==> config.mk <==
export PLATFORM = sky130hd
export DESIGN_NAME = adc_emul_tx
export DESIGN_NICKNAME = d
export VERILOG_FILES = /design/src/rtl/adc_tx_pkg.sv /design/src/rtl/adc_lane_ser.sv /design/src/rtl/adc_emul_tx.sv
export SDC_FILE = /design/constraint.sdc
export NUM_CORES = 1
export LEC_CHECK = 0
export BUFFER_PORTS_ARGS = -buffer_cell sky130_fd_sc_hd__buf_4
export CORE_ASPECT_RATIO = 1.2
export CORE_MARGIN = 2
export CORE_UTILIZATION = 45
export CTS_CLUSTER_DIAMETER = 120
export CTS_CLUSTER_SIZE = 25
export DETAILED_ROUTE_END_ITERATION = 12
export GPL_TIMING_DRIVEN = 0
export PLACE_DENSITY = 0.74
export SLEW_MARGIN = 40
export SYNTH_ARGS = -nofsm -noshare
export SYNTH_HDL_FRONTEND = slang
export SYNTH_HIERARCHICAL = 1
export SYNTH_SLANG_ARGS = --single-unit
==> constraint.sdc <==
create_clock -name CLK -period 4.21 [get_ports CLK]
set_input_delay 0.842 -clock CLK [delete_from_list [all_inputs] [get_ports CLK]]
set_output_delay 0.842 -clock CLK [all_outputs]
set_load 0.1 [all_outputs]
==> src/rtl/adc_tx_pkg.sv <==
// rtl/adc_tx_pkg.sv - shared widths, mode encodings and defaults for the ADC emulator transmitter
package adc_tx_pkg;

    localparam int LANE_W      = 6;
    localparam int SAMPLE_W    = 12;
    localparam int NCH_DEFAULT = 4;
    localparam int MAX_SKEW    = 5;
    localparam int RAMP_STEP   = 1024;

    localparam logic [LANE_W-1:0] FRAME_DEFAULT = 6'b111000;

    typedef enum logic [1:0] {
        MODE_DATA    = 2'd0,
        MODE_RAMP    = 2'd1,
        MODE_PATTERN = 2'd2,
        MODE_ALT     = 2'd3
    } tx_mode_e;

    // Skew codes above the delay-line depth saturate at the deepest tap.
    function automatic logic [2:0] clamp_skew(input logic [2:0] s);
        return (s > 3'(MAX_SKEW)) ? 3'(MAX_SKEW) : s;
    endfunction

endpackage

==> src/rtl/adc_lane_ser.sv <==
// rtl/adc_lane_ser.sv - one serial lane: 6-bit load/shift register feeding a tapped skew delay line
module adc_lane_ser
    import adc_tx_pkg::*;
(
    input  logic              CLK,
    input  logic              RST_N,
    input  logic              enable,
    input  logic              load,
    input  logic [LANE_W-1:0] load_data,
    input  logic [2:0]        skew,
    output logic              dout
);

    logic [LANE_W-1:0]   shift_q;
    logic [MAX_SKEW-1:0] delay_q;
    logic [7:0]          taps;

    always_ff @(posedge CLK or negedge RST_N) begin
        if (!RST_N) begin
            shift_q <= '0;
            delay_q <= '0;
        end else if (!enable) begin
            shift_q <= '0;
            delay_q <= '0;
        end else begin
            delay_q <= {delay_q[MAX_SKEW-2:0], shift_q[LANE_W-1]};
            if (load) begin
                shift_q <= load_data;
            end else begin
                shift_q <= {shift_q[LANE_W-2:0], 1'b0};
            end
        end
    end

    // Tap 0 is the undelayed MSB; tap n is the same stream n cycles later.
    assign taps = {{(7 - MAX_SKEW){1'b0}}, delay_q, shift_q[LANE_W-1]};
    assign dout = enable & taps[skew];

endmodule

==> src/rtl/adc_emul_tx.sv <==
// rtl/adc_emul_tx.sv - ADC emulator transmitter: per-frame word generation and serial lane fan-out
module adc_emul_tx
    import adc_tx_pkg::*;
#(
    parameter logic [LANE_W-1:0] FRAME = FRAME_DEFAULT,
    parameter int                NCH   = NCH_DEFAULT
) (
    input  logic                    CLK,
    input  logic                    RST_N,
    input  logic                    ENABLE,
    input  logic [1:0]              MODE,
    input  logic [SAMPLE_W-1:0]     PATTERN,
    input  logic [2:0]              SKEW,
    input  logic [SAMPLE_W*NCH-1:0] DIN,
    input  logic                    DIN_VALID,
    output logic                    DIN_READY,
    output logic [2*NCH-1:0]        DOUT,
    output logic                    FR,
    input  logic                    CLR_UNDERRUN,
    output logic                    UNDERRUN
);

    logic [2:0]          bit_k;
    logic                load;
    tx_mode_e            mode_in;
    logic [2:0]          skew_q;
    logic [SAMPLE_W-1:0] ramp_q;
    logic                alt_q;
    logic [SAMPLE_W-1:0] last_q [NCH];
    logic [SAMPLE_W-1:0] word   [NCH];
    logic                xfer;
    logic                underrun_set;

    assign mode_in      = tx_mode_e'(MODE);
    assign load         = ENABLE && (bit_k == 3'd5);
    // The handshake follows the mode that this load point is about to sample.
    assign DIN_READY    = RST_N && load && (mode_in == MODE_DATA);
    assign xfer         = DIN_READY && DIN_VALID;
    assign underrun_set = load && (mode_in == MODE_DATA) && !DIN_VALID;

    always_comb begin
        for (int c = 0; c < NCH; c++) begin
            word[c] = last_q[c];
            case (mode_in)
                MODE_DATA:    if (xfer) word[c] = DIN[SAMPLE_W*c +: SAMPLE_W];
                MODE_RAMP:    word[c] = ramp_q + SAMPLE_W'(c * RAMP_STEP);
                MODE_PATTERN: word[c] = PATTERN;
                MODE_ALT:     word[c] = alt_q ? ~PATTERN : PATTERN;
                default:      word[c] = last_q[c];
            endcase
        end
    end

    always_ff @(posedge CLK or negedge RST_N) begin
        if (!RST_N) begin
            bit_k    <= 3'd5;
            skew_q   <= '0;
            ramp_q   <= '0;
            alt_q    <= 1'b0;
            UNDERRUN <= 1'b0;
            for (int c = 0; c < NCH; c++) begin
                last_q[c] <= '0;
            end
        end else begin
            if (!ENABLE) begin
                bit_k <= 3'd5;
            end else if (load) begin
                bit_k <= 3'd0;
            end else begin
                bit_k <= bit_k + 3'd1;
            end

            if (load) begin
                skew_q <= clamp_skew(SKEW);
                if (mode_in == MODE_RAMP) ramp_q <= ramp_q + 1'b1;
                if (mode_in == MODE_ALT)  alt_q  <= ~alt_q;
                // Only DATA frames refresh the word replayed on underrun.
                if (mode_in == MODE_DATA) begin
                    for (int c = 0; c < NCH; c++) begin
                        last_q[c] <= word[c];
                    end
                end
            end

            if (underrun_set) begin
                UNDERRUN <= 1'b1;
            end else if (CLR_UNDERRUN) begin
                UNDERRUN <= 1'b0;
            end
        end
    end

    for (genvar g = 0; g < 2*NCH; g++) begin : g_lane
        logic [LANE_W-1:0] half;
        if (g % 2 == 0) begin : g_hi
            assign half = word[g/2][SAMPLE_W-1:LANE_W];
        end else begin : g_lo
            assign half = word[g/2][LANE_W-1:0];
        end
        adc_lane_ser u_ser (
            .CLK       (CLK),
            .RST_N     (RST_N),
            .enable    (ENABLE),
            .load      (load),
            .load_data (half),
            .skew      (skew_q),
            .dout      (DOUT[g])
        );
    end

    adc_lane_ser u_fr (
        .CLK       (CLK),
        .RST_N     (RST_N),
        .enable    (ENABLE),
        .load      (load),
        .load_data (FRAME),
        .skew      (skew_q),
        .dout      (FR)
    );

endmodule

==> reports/metrics.sh <==
SETUP_SLACK_ON_THE_WORST_FLOP_TO_FLOP_PATH_NS=1.79
SHARE_OF_SYNTHESIZED_AREA_OCCUPIED_BY_FLIP_FLOPS_AND_LATCHES_PCT=52.0
POST_SYNTH.CELL_AREA_AVG_UM2=10.6
SYNTH_ENABLE_FLOP_CELLS=0
WORST_EP_REQUIRED_TIME_NS=3.37
OUTCOME='finished clean'
POWER_DENSITY_nW_PER_UM2=492
GRT_FIRST_PASS_WIRELENGTH_UM=31200
INITIAL_UTILIZATION_PCT=45.9
FINAL.PERIOD_UTILIZATION_PCT=82.1
SYNTH_FF_TYPE='sky130_fd_sc_hd__dfrtp_1'
DIE_WIDTH_UM=126
CTS_TREE='done'
ROUTED.TOP_LAYER='met4'
PLACEMENT.IO_BUFFERS=80
POSTSYNTHREGISTERBITS=167
PLACEMENTROWS=53
ROUTED-VIA-COUNT=5906
POSTSYNTH.ASYNCRESETSHARE_PCT=100
CORE_AREA_UM2=17500
SYNTHESIS.YOSYS.WARNINGS=6
UTILIZATION_PCT=55.1
CTS.HTREE.LEVELS=4
CELL_VARIETY_AFTER_SYNTH=47
GP_CONGESTION=0.849
MIN_PATH_TYPE='in2async'
FINISH.NET_COUNT=933
CRITICAL_PATH_CLASS='in2out'
CLKTRANSATPATHREGS_NS=0.06
FINAL.SETUP.WORST_SLACK_NS=0.753
POST_CTS_RESIZED=0
POST_ROUTE_CELLS_DRIVE_ABOVE_1_SHARE_PCT=17.9
FINAL_PERIOD_MINUS_WORST_SETUP_SLACK_NS=3.46
MAXCLOCKFREQUENCY_GHz=0.289
CLK_LATENCY_NS=0.43
IR_WORST_VDD_mV=0.390
FP.DIEAREA_UM2=19000
POST_DRT_WL_PER_CELL_UM=17.9
TIGHTEST_PIN_TRANSITION_NS=0.707
LKG_PWR_nW=4.46
IO_PINS=81
SYNTHESIS.INSTANCES=755
CTS_ROOT_BUF='sky130_fd_sc_hd__clkbuf_16'
CRITPATHMAXFANOUT=40
FIRST_GLOBAL_VIAS=5843
FINAL_MAX_SLEW_VIOL_COUNT=0
MAX_SLEW_MARGIN_PCT=52.9
GLOBALROUTETOTALUTIL_PCT=21.4
MET3_WIRELENGTH_UM=803
FINALSETUPTNS_NS=0
MAX_CAP_VIOLATIONS=0
ROUTED_VIA_DENSITY=5.40
NETLIST_AREA_BEFORE_PLACEMENT_UM2=8040
CTS_BUFFER_DEPTH=2
FIN_SKEW_NS=0.00735
ANTENNADIODECOUNT=0
PLACE_WS_NS=0.763
DRT_ITER0_DRC=426
SYN2LAYOUT_AREA_GROWTH_PCT=20.0
RSZ0062_AT_GRT='false'
CTS.HOLD.BUFFERS_ADDED=0
SETUP_VIOL=0
WORST-ENDPOINT-ARRIVAL_NS=2.61
POSTROUTEANTENNANETS=0
ROUTE.FINAL.WIRE_LENGTH_UM=19600
HOLD_VIOL=0
ANTENNA_FOUND_INITIAL=0
DIE_H_UM=150
MET2_LENGTH_UM=9760
PLACEDCELLCOUNT=1061
TIMING.CRITICAL_PATH.FROM_TYPE='input pin'
GRT_START_MAX_NET_PINS=76
CTS_SINKS=167
NON_FILLER_INSTANCE_COUNT_AFTER_LAYOUT=1093
POST_CTS_SETUP_BUFFERS=0
GRT_REMAINING_OVERFLOW=0
CRITPATHCAPTURETYPE='output port'
DRCVIOLATIONCOUNT=0
DR.PASS1.ITERS=5
TRITONCTS.NUM_BUFFERS=17
DETAILED_PLACE_HPWL_UM=13600
DRT-MET1-WL_UM=8410
==> sequential cells by signal (all words and copies together), names as in the netlist <==
signal,cells
UNDERRUN,1
ramp_q,12
bit_k,3
g_lane.u_ser/delay_q,40
u_fr/delay_q,5
g_lane.u_ser/shift_q,48
alt_q,1
last_q,48
u_fr/shift_q,6
skew_q,3
==> layer usage <==
layer  vias to the layer above  global-route usage [%]
li1                       2795                       -
met1                      2919                    27.3
met2                       159                    35.4
met3                        33                    4.37
met4                         0                    10.1
met5                         -                       0
==> worst paths after layout <==
kind / start / to / depth (start not counted)
worst min register to register: last_q[16] / last_q[16] / 2
worst max register to register: bit_k[0] / g_lane[2].u_ser/shift_q[4] / 9
worst max-delay path: ENABLE / DIN_READY / 6
worst min-delay path: RST_N / last_q[12] / 1
max in group asynchronous: RST_N / bit_k[0] / 3
min in group CLK: last_q[16] / last_q[16] / 2
==> layout by cell type (no fill, tap or decap), drive strengths merged, types with 12 or more instances in the layout <==
cell type	n
nor2b	46
buf	108
a22oi	12
inv	18
nand2	114
and2	45
o21ai	48
dfrtp	165
clkbuf	40
xnor2	13
nand3	46
mux2i	102
o22ai	13
==> synthesized netlist by cell type (5+ instances only) <==
cell / count / area share (%)
sky130_fd_sc_hd__o21ai_0: 41 / 2.6
sky130_fd_sc_hd__o22ai_1: 13 / 1.0
sky130_fd_sc_hd__inv_1: 16 / 0.75
sky130_fd_sc_hd__nand2_1: 114 / 5.3
sky130_fd_sc_hd__nand3_1: 45 / 2.8
sky130_fd_sc_hd__o21ai_1: 7 / 0.44
sky130_fd_sc_hd__buf_2: 19 / 1.2
sky130_fd_sc_hd__xnor2_1: 13 / 1.4
sky130_fd_sc_hd__nand3b_1: 11 / 1.0
sky130_fd_sc_hd__and2_1: 45 / 3.5
sky130_fd_sc_hd__and2b_1: 9 / 0.84
sky130_fd_sc_hd__mux2i_1: 102 / 13
sky130_fd_sc_hd__a22oi_1: 12 / 1.1
sky130_fd_sc_hd__dfrtp_1: 165 / 51
sky130_fd_sc_hd__mux4_2: 9 / 2.5
sky130_fd_sc_hd__o2bb2ai_1: 9 / 0.98
sky130_fd_sc_hd__clkbuf_1: 23 / 1.1
sky130_fd_sc_hd__nor2_1: 5 / 0.23
sky130_fd_sc_hd__and3_1: 10 / 0.78
sky130_fd_sc_hd__nor2b_1: 46 / 3.6
==> power breakdown <==
group | internal (W) | switching [W]
clock network | 0.00106 | 0.000659
logic | 0.000462 | 0.000571
registers | 0.00181 | 0.000195
==> critical path: stages <==
cell and delay [ns]:
sky130_fd_sc_hd__buf_4 0.37, sky130_fd_sc_hd__nand3_4 0.29, sky130_fd_sc_hd__inv_1 0.15, sky130_fd_sc_hd__buf_2 0.40, sky130_fd_sc_hd__and3_1 0.24, sky130_fd_sc_hd__buf_4 0.29
==> logic make-up (layout without fill, tap and decap cells) <==
| logic type | after synthesis | count (layout) | share of synthesized area (%) |
|---|---|---|---|
| other | 2 | 6 | 0.0934 |
| DFF | 167 | 167 | 52.0 |
| muxes | 112 | 112 | 15.4 |
| xor gates and xnor gates | 13 | 13 | 1.42 |
| buffers and inverters | 65 | 179 | 3.70 |
| adders and majority gates | 3 | 3 | 0.467 |
| AOI/OAI and AO/OA | 92 | 92 | 7.02 |
| and+or+nand+nor | 301 | 301 | 19.9 |
==> through the flow <==
step | hold WS [ns] | power [W] | area [um^2]
after floorplan | 0.438 | 0.00270 | 8050
after global placement | 0.448 | 0.00302 | 8930
after detailed placement | 0.455 | 0.00305 | 8990
after CTS | 0.281 | 0.00477 | 9650
after global routing | 0.291 | 0.00497 | 9650
final | 0.278 | 0.00475 | 9650
==> layout make-up <==
| cell class | instances | area, um^2 |
|---|---|---|
| tap | 220 | 275 |
| clock buffer | 17 | 425 |
| buffer | 49 | 238 |
| inverter | 16 | 60.1 |
| timing repair buffer | 82 | 663 |
| multi-input combinational | 527 | 3570 |
| fill | 1567 | 7860 |
| sequential | 167 | 4180 |
| clock inverter | 15 | 226 |
No activity file was read; power rests on OpenSTA's default activity.
